<file path="src/rtl/alu4_pkg.sv">
// Shared definitions for the 4-bit ALU result path.
//   ALU_W            : ALU data width
//   RES_LSB..SF_BIT  : bit offsets of the fields inside a stored entry
//   alu4_entry_t     : packed entry {sf, cf, zf, result}
//   DROP_MAX         : saturation value of the dropped-result counter
package alu4_pkg;

  localparam int ALU_W   = 4;

  localparam int RES_LSB = 0;
  localparam int ZF_BIT  = ALU_W;
  localparam int CF_BIT  = ALU_W + 1;
  localparam int SF_BIT  = ALU_W + 2;

  typedef struct packed {
    logic             sf;
    logic             cf;
    logic             zf;
    logic [ALU_W-1:0] result;
  } alu4_entry_t;

  localparam int DROP_MAX = 255;

endpackage

</file>
<file path="src/rtl/alu4_fifo_mem.sv">
// Register-array storage for the ALU result FIFO.
//   clk   : write clock
//   we    : write enable, entry written at waddr on the rising edge
//   waddr : write index (parent's write pointer)
//   wdata : entry to store
//   raddr : read index (parent's read pointer)
//   rdata : entry at raddr, combinational
// The array is deliberately not reset; the parent's count decides which
// slots hold live data.
module alu4_fifo_mem
  import alu4_pkg::*;
#(
  parameter int DEPTH = 4,
  parameter int EW    = ALU_W + 3
) (
  input  logic                     clk,
  input  logic                     we,
  input  logic [$clog2(DEPTH)-1:0] waddr,
  input  logic [EW-1:0]            wdata,
  input  logic [$clog2(DEPTH)-1:0] raddr,
  output logic [EW-1:0]            rdata
);

  logic [EW-1:0] mem_q [DEPTH];

  always_ff @(posedge clk) begin
    if (we) mem_q[waddr] <= wdata;
  end

  assign rdata = mem_q[raddr];

endmodule

</file>
<file path="src/rtl/alu4_result_fifo.sv">
// First-word-fall-through FIFO capturing ALU results and flags.
//   clk, rst              : clock, asynchronous active-high reset
//   in_valid/in_ready     : producer handshake; in_ready = not full
//   in_result, in_zf/cf/sf: ALU result and flags to capture
//   out_valid/out_ready   : consumer handshake; out_valid = not empty
//   out_result, out_zf/cf/sf : head entry, forced to 0 while empty
//   count                 : occupancy 0..DEPTH
//   sticky_cf/sticky_zf   : OR of flags of accepted entries, clr_sticky clears
//   drop_cnt              : saturating count of cycles offered while full
module alu4_result_fifo
  import alu4_pkg::*;
#(
  parameter int DEPTH = 4,
  parameter int W     = ALU_W
) (
  input  logic                     clk,
  input  logic                     rst,
  input  logic                     in_valid,
  input  logic [W-1:0]             in_result,
  input  logic                     in_zf,
  input  logic                     in_cf,
  input  logic                     in_sf,
  output logic                     in_ready,
  output logic                     out_valid,
  input  logic                     out_ready,
  output logic [W-1:0]             out_result,
  output logic                     out_zf,
  output logic                     out_cf,
  output logic                     out_sf,
  output logic [$clog2(DEPTH):0]   count,
  output logic                     sticky_cf,
  output logic                     sticky_zf,
  input  logic                     clr_sticky,
  output logic [7:0]               drop_cnt
);

  localparam int PW     = $clog2(DEPTH);
  localparam int CW     = PW + 1;
  localparam int EW     = W + 3;
  localparam int ZF_OFF = RES_LSB + W;
  localparam int CF_OFF = RES_LSB + W + 1;
  localparam int SF_OFF = RES_LSB + W + 2;

  function automatic logic [7:0] sat_inc(input logic [7:0] v);
    return (v == 8'(DROP_MAX)) ? v : v + 8'd1;
  endfunction

  logic [PW-1:0] wr_ptr_q, wr_ptr_d;
  logic [PW-1:0] rd_ptr_q, rd_ptr_d;
  logic [CW-1:0] count_q, count_d;
  logic          sticky_cf_q, sticky_cf_d;
  logic          sticky_zf_q, sticky_zf_d;
  logic [7:0]    drop_cnt_q, drop_cnt_d;

  logic          push, pop, drop;
  logic [EW-1:0] wr_entry, head_entry;

  // Handshake flags come only from registered count, never from in_valid/out_ready.
  assign in_ready  = (count_q < CW'(DEPTH));
  assign out_valid = (count_q != '0);

  assign push = in_valid && in_ready;
  assign pop  = out_valid && out_ready;
  assign drop = in_valid && !in_ready;

  assign wr_entry = {in_sf, in_cf, in_zf, in_result};

  alu4_fifo_mem #(
    .DEPTH (DEPTH),
    .EW    (EW)
  ) u_mem (
    .clk   (clk),
    .we    (push),
    .waddr (wr_ptr_q),
    .wdata (wr_entry),
    .raddr (rd_ptr_q),
    .rdata (head_entry)
  );

  always_comb begin
    wr_ptr_d    = push ? wr_ptr_q + PW'(1) : wr_ptr_q;
    rd_ptr_d    = pop  ? rd_ptr_q + PW'(1) : rd_ptr_q;
    count_d     = count_q;
    if (push && !pop)      count_d = count_q + CW'(1);
    else if (pop && !push) count_d = count_q - CW'(1);
    // A set from an accepted push overrides a same-cycle clear.
    sticky_cf_d = (sticky_cf_q && !clr_sticky) || (push && in_cf);
    sticky_zf_d = (sticky_zf_q && !clr_sticky) || (push && in_zf);
    drop_cnt_d  = drop ? sat_inc(drop_cnt_q) : drop_cnt_q;
  end

  always_ff @(posedge clk or posedge rst) begin
    if (rst) begin
      wr_ptr_q    <= '0;
      rd_ptr_q    <= '0;
      count_q     <= '0;
      sticky_cf_q <= 1'b0;
      sticky_zf_q <= 1'b0;
      drop_cnt_q  <= '0;
    end else begin
      wr_ptr_q    <= wr_ptr_d;
      rd_ptr_q    <= rd_ptr_d;
      count_q     <= count_d;
      sticky_cf_q <= sticky_cf_d;
      sticky_zf_q <= sticky_zf_d;
      drop_cnt_q  <= drop_cnt_d;
    end
  end

  // Head is masked to zero while empty so stale array contents never leak.
  assign out_result = out_valid ? head_entry[RES_LSB +: W] : '0;
  assign out_zf     = out_valid && head_entry[ZF_OFF];
  assign out_cf     = out_valid && head_entry[CF_OFF];
  assign out_sf     = out_valid && head_entry[SF_OFF];

  assign count     = count_q;
  assign sticky_cf = sticky_cf_q;
  assign sticky_zf = sticky_zf_q;
  assign drop_cnt  = drop_cnt_q;

endmodule

</file>
<file path="config.mk">
export PLATFORM = sky130hd
export DESIGN_NAME = alu4_result_fifo
export DESIGN_NICKNAME = d
export VERILOG_FILES = /design/src/rtl/alu4_pkg.sv /design/src/rtl/alu4_fifo_mem.sv /design/src/rtl/alu4_result_fifo.sv
export SDC_FILE = /design/constraint.sdc
export NUM_CORES = 1
export LEC_CHECK = 0
export BUFFER_PORTS_ARGS = -buffer_cell sky130_fd_sc_hd__buf_2
export CAP_MARGIN = 5
export CELL_PAD_IN_SITES_DETAIL_PLACEMENT = 0
export CELL_PAD_IN_SITES_GLOBAL_PLACEMENT = 1
export CORE_MARGIN = 4
export CORE_UTILIZATION = 45
export DETAILED_ROUTE_END_ITERATION = 10
export PLACE_DENSITY_LB_ADDON = 0.1
export SYNTH_ARGS = -nofsm -noshare
export SYNTH_HDL_FRONTEND = slang
export SYNTH_SLANG_ARGS = --single-unit
</file>
<file path="constraint.sdc">
create_clock -name clk -period 2.8 [get_ports clk]
set_input_delay 0.56 -clock clk [delete_from_list [all_inputs] [get_ports clk]]
set_output_delay 0.56 -clock clk [all_outputs]
set_load 0.05 [all_outputs]
</file>
==> summary.md <==
| Metric | Value |
|---|---|
| Final hold vios | 0 |
| Fmax | 401 MHz |
| Port Buffers | 33 |
| Gr usage total | around 14% |
| Worst reg2reg path depth | 8 |
| Crit path max fanout | 9 |
| Vias in the first global route | about 1200 |
| Root buf cell | clkbuf_8 |
| Distinct cells, synth | 35 |
| Slew Viols, Final | 0 |
| Routability congestion estimate | about 0.76 |
| Final-stage net count | roughly 180 |
| Die Width | ~74 µm |
| Pwr per Cell Area | approximately 1200 nW/µm² |
| Full die area | ~5500 µm² |
| N_diodes | 0 |
| Flop2flop setup slack | 500 ps |
| Synth top cells by count | 28 x edfxtp_1, 17 x dfrtp_1, 11 x and2_1, 7 x inv_1, 7 x mux4_2 |
| Starting Density | between 40% and 50% |
| Maximum VDD drop | just under 0.0007 V |
| H-tree depth | 2 |
| Hold WC Path Type | in2async |
| Post-Route WL | 3.38 mm |
| Crit path required time | 2240 ps |
| Maximum root-to-sink buffer count | 2 |
| Worst slew margin | a little under three fifths |
| Clk_lat worst skew | around 290 ps |
| Worst R2R End | count[2] |
| Synth warnings | 0 |
| CTS sink cnt | 45 |
| Total global routing overflow | 0 |
| Synthesis-to-finish area growth | 15.7% |
| Syn Nets | between 100 and 150 |
| PostCTS Resize Cnt | 0 |
| Slew @ Worst Pin | ~670 ps |
| Status | completed |
| Total CTS buffers | 5 |
| DP HPWL | between 2 and 2.5 mm |
| Clock Skew | approximately 7 ps |
| Met3 Wirelength | approximately 200 µm |
| DR DRC count | 0 |
| Initial DRT Pass Iterations | 4 |
| Area of the core | ~4000 µm² |
| Critical setup path kind | reg2out |
| 1st-iter DRT viols | approximately 70 |
| Final min period | between 2000 and 2500 ps |
| WL/cell | roughly 16 µm |
| Max_cap viols | 0 |
| CP endpoint | out_zf |
| Met1 WL | between 1.5 and 2 mm |
| Arrival time at the worst endpoint | a little under 2000 ps |
| Type of origin of the critical path | flip-flop |
| Leading area contributor after synthesis | edfxtp_1 |
| Sequential area share after synthesis | 64.1% |
| Power, Total | around 2.8 mW |
| Top-area cell type share of the netlist area | 42.6% |
| RSZ-0062 raised after global routing | false |
| Post-CTS Hold Buffers | 0 |
| Yosys reg bits | 45 |
| Largest net degree at the start of global routing | 18 |
| Avg Inst Size Synth | around 16 µm² |
| Synthesized area | ~2000 µm² |
| Setup_tns | 0 ps |
| Antenna Nets Post-Route | 0 |
| DR top layer | met4 |
| Count of flip-flops with a built-in enable after synthesis | 28 |
| First-pass GRT wire length | 5.75 mm |
| Worst-path clk slew | 80 ps |
| Top Ports | 34 |
| Die H | ~74 µm |
| Routed wl met2 | about 1.6 mm |
| Share of cells above drive strength 1 | between 30 and 40% |
| Fillers | roughly 360 |
| Count leader, synth | edfxtp_1 |
| Mapped Cells | 127 |
| Worst setup path start | rd_ptr_q[0] |
| Leakage Power | approximately 0.9 nW |
| # rows | 23 |
| Vias per cell | between 5 and 6 |
| Final setup fails | 0 |
| DR vias | 1105 |
| Initial antenna violation count | 0 |
| Setup crit end kind | primary output |
| Period utilization | slightly below 90% |
| FFs w/ async S/R, synth | 37.8% |
| Predominant post-synthesis flop cell | edfxtp_1 |
| Reg-to-Reg Start | count[2] |
| Top cells by area, synth | edfxtp_1 43%, dfrtp_1 22%, mux4_2 8.0%, ha_1 3.8%, and2_1 3.5% |
| # Post-CTS Setup Buffers | 0 |
| CTS tree | done |
## cell usage in the layout (no fill, tap or decap), types with 2 or more instances in the layout
cell	Yosys	final
o21ai_0	3	3
nand3_1	3	3
edfxtp_1	28	28
ha_1	6	6
buf_2	1	33
inv_1	7	7
a21o_1	2	2
and2_1	11	11
a21oi_1	2	2
dfrtp_1	17	17
mux2_1	2	2
mux2_2	2	2
clkbuf_8	0	5
mux4_2	7	7
nor3_1	3	3
nand2_1	6	6
xnor2_1	6	6
xor2_1	2	2
## per-layer routing
layer,vias to the layer above,GRT usage (%)
li1,531,-
met1,542,19.6
met2,28,21.7
met3,4,4.59
met4,0,3.56
met5,-,0
## sequential cells by signal (all words and copies together), names as in the netlist
register,cells
sticky_cf,1
sticky_zf,1
drop_cnt,8
u_mem.mem_q,28
rd_ptr_q,2
wr_ptr_q,2
count,3
## report_power, final
part / internal (mW) / leakage, nW / switching (mW)
combinational: 0.404 / 0.408 / 0.851
clock: 0.263 / 0.0528 / 0.197
sequential: 0.868 / 0.465 / 0.177
## area by class of cell
cell class | instances | area [µm²] | area share (%)
flip-flops and latches | 45 | 1270 | 55.4
multi-input cells | 71 | 651 | 28.5
repair buffers | 34 | 173 | 7.56
clock buffers | 6 | 72.6 | 3.18
well taps | 50 | 62.6 | 2.74
clock inverters | 2 | 33.8 | 1.48
inverters | 7 | 26.3 | 1.15
## worst min-delay path by stage
stage / from / slack [ps] / end / cells past startpoint
after CTS: rst / 380 / drop_cnt[7] / 2
after floorplan: rst / 490 / count[0] / 1
after global routing: rst / 400 / drop_cnt[7] / 2
final: rst / 360 / drop_cnt[6] / 2
after global placement: drop_cnt[5] / 510 / drop_cnt[5] / 1
after detailed placement: drop_cnt[5] / 510 / drop_cnt[5] / 1
## logic make-up (layout without fill, tap and decap cells)
family                     count (synthesis)  count (layout)  share of synthesized area (%)
DFF                                       45              45                           64.1
and+or+nand+nor                           34              34                           10.6
muxes                                     12              12                           10.8
buffers and inverters                     11              49                           2.91
AOI/OAI and AO/OA                         10              10                           3.17
xor gates and xnor gates                   8               8                           3.55
adders and majority gates                  7               7                           4.82
## worst max-delay path, stage by stage (launching register included)
cell	delay, ps
dfrtp_1	700
mux4_2	570
and2_1	170
buf_2	210
## through the flow
step | instance area [µm²] | util [%] | hold slack, ps | instances | setup slack (ps)
after floorplan | 1970 | - | 486 | 127 | 463
after global placement | 2180 | 52.9 | 509 | 207 | 524
after detailed placement | 2180 | 52.9 | 511 | 207 | 482
after CTS | 2280 | 55.5 | 382 | 215 | 259
after global routing | 2280 | 55.5 | 399 | 215 | 166
final | 2280 | 55.5 | 355 | 215 | 304
(Power assumes the default switching activity.)
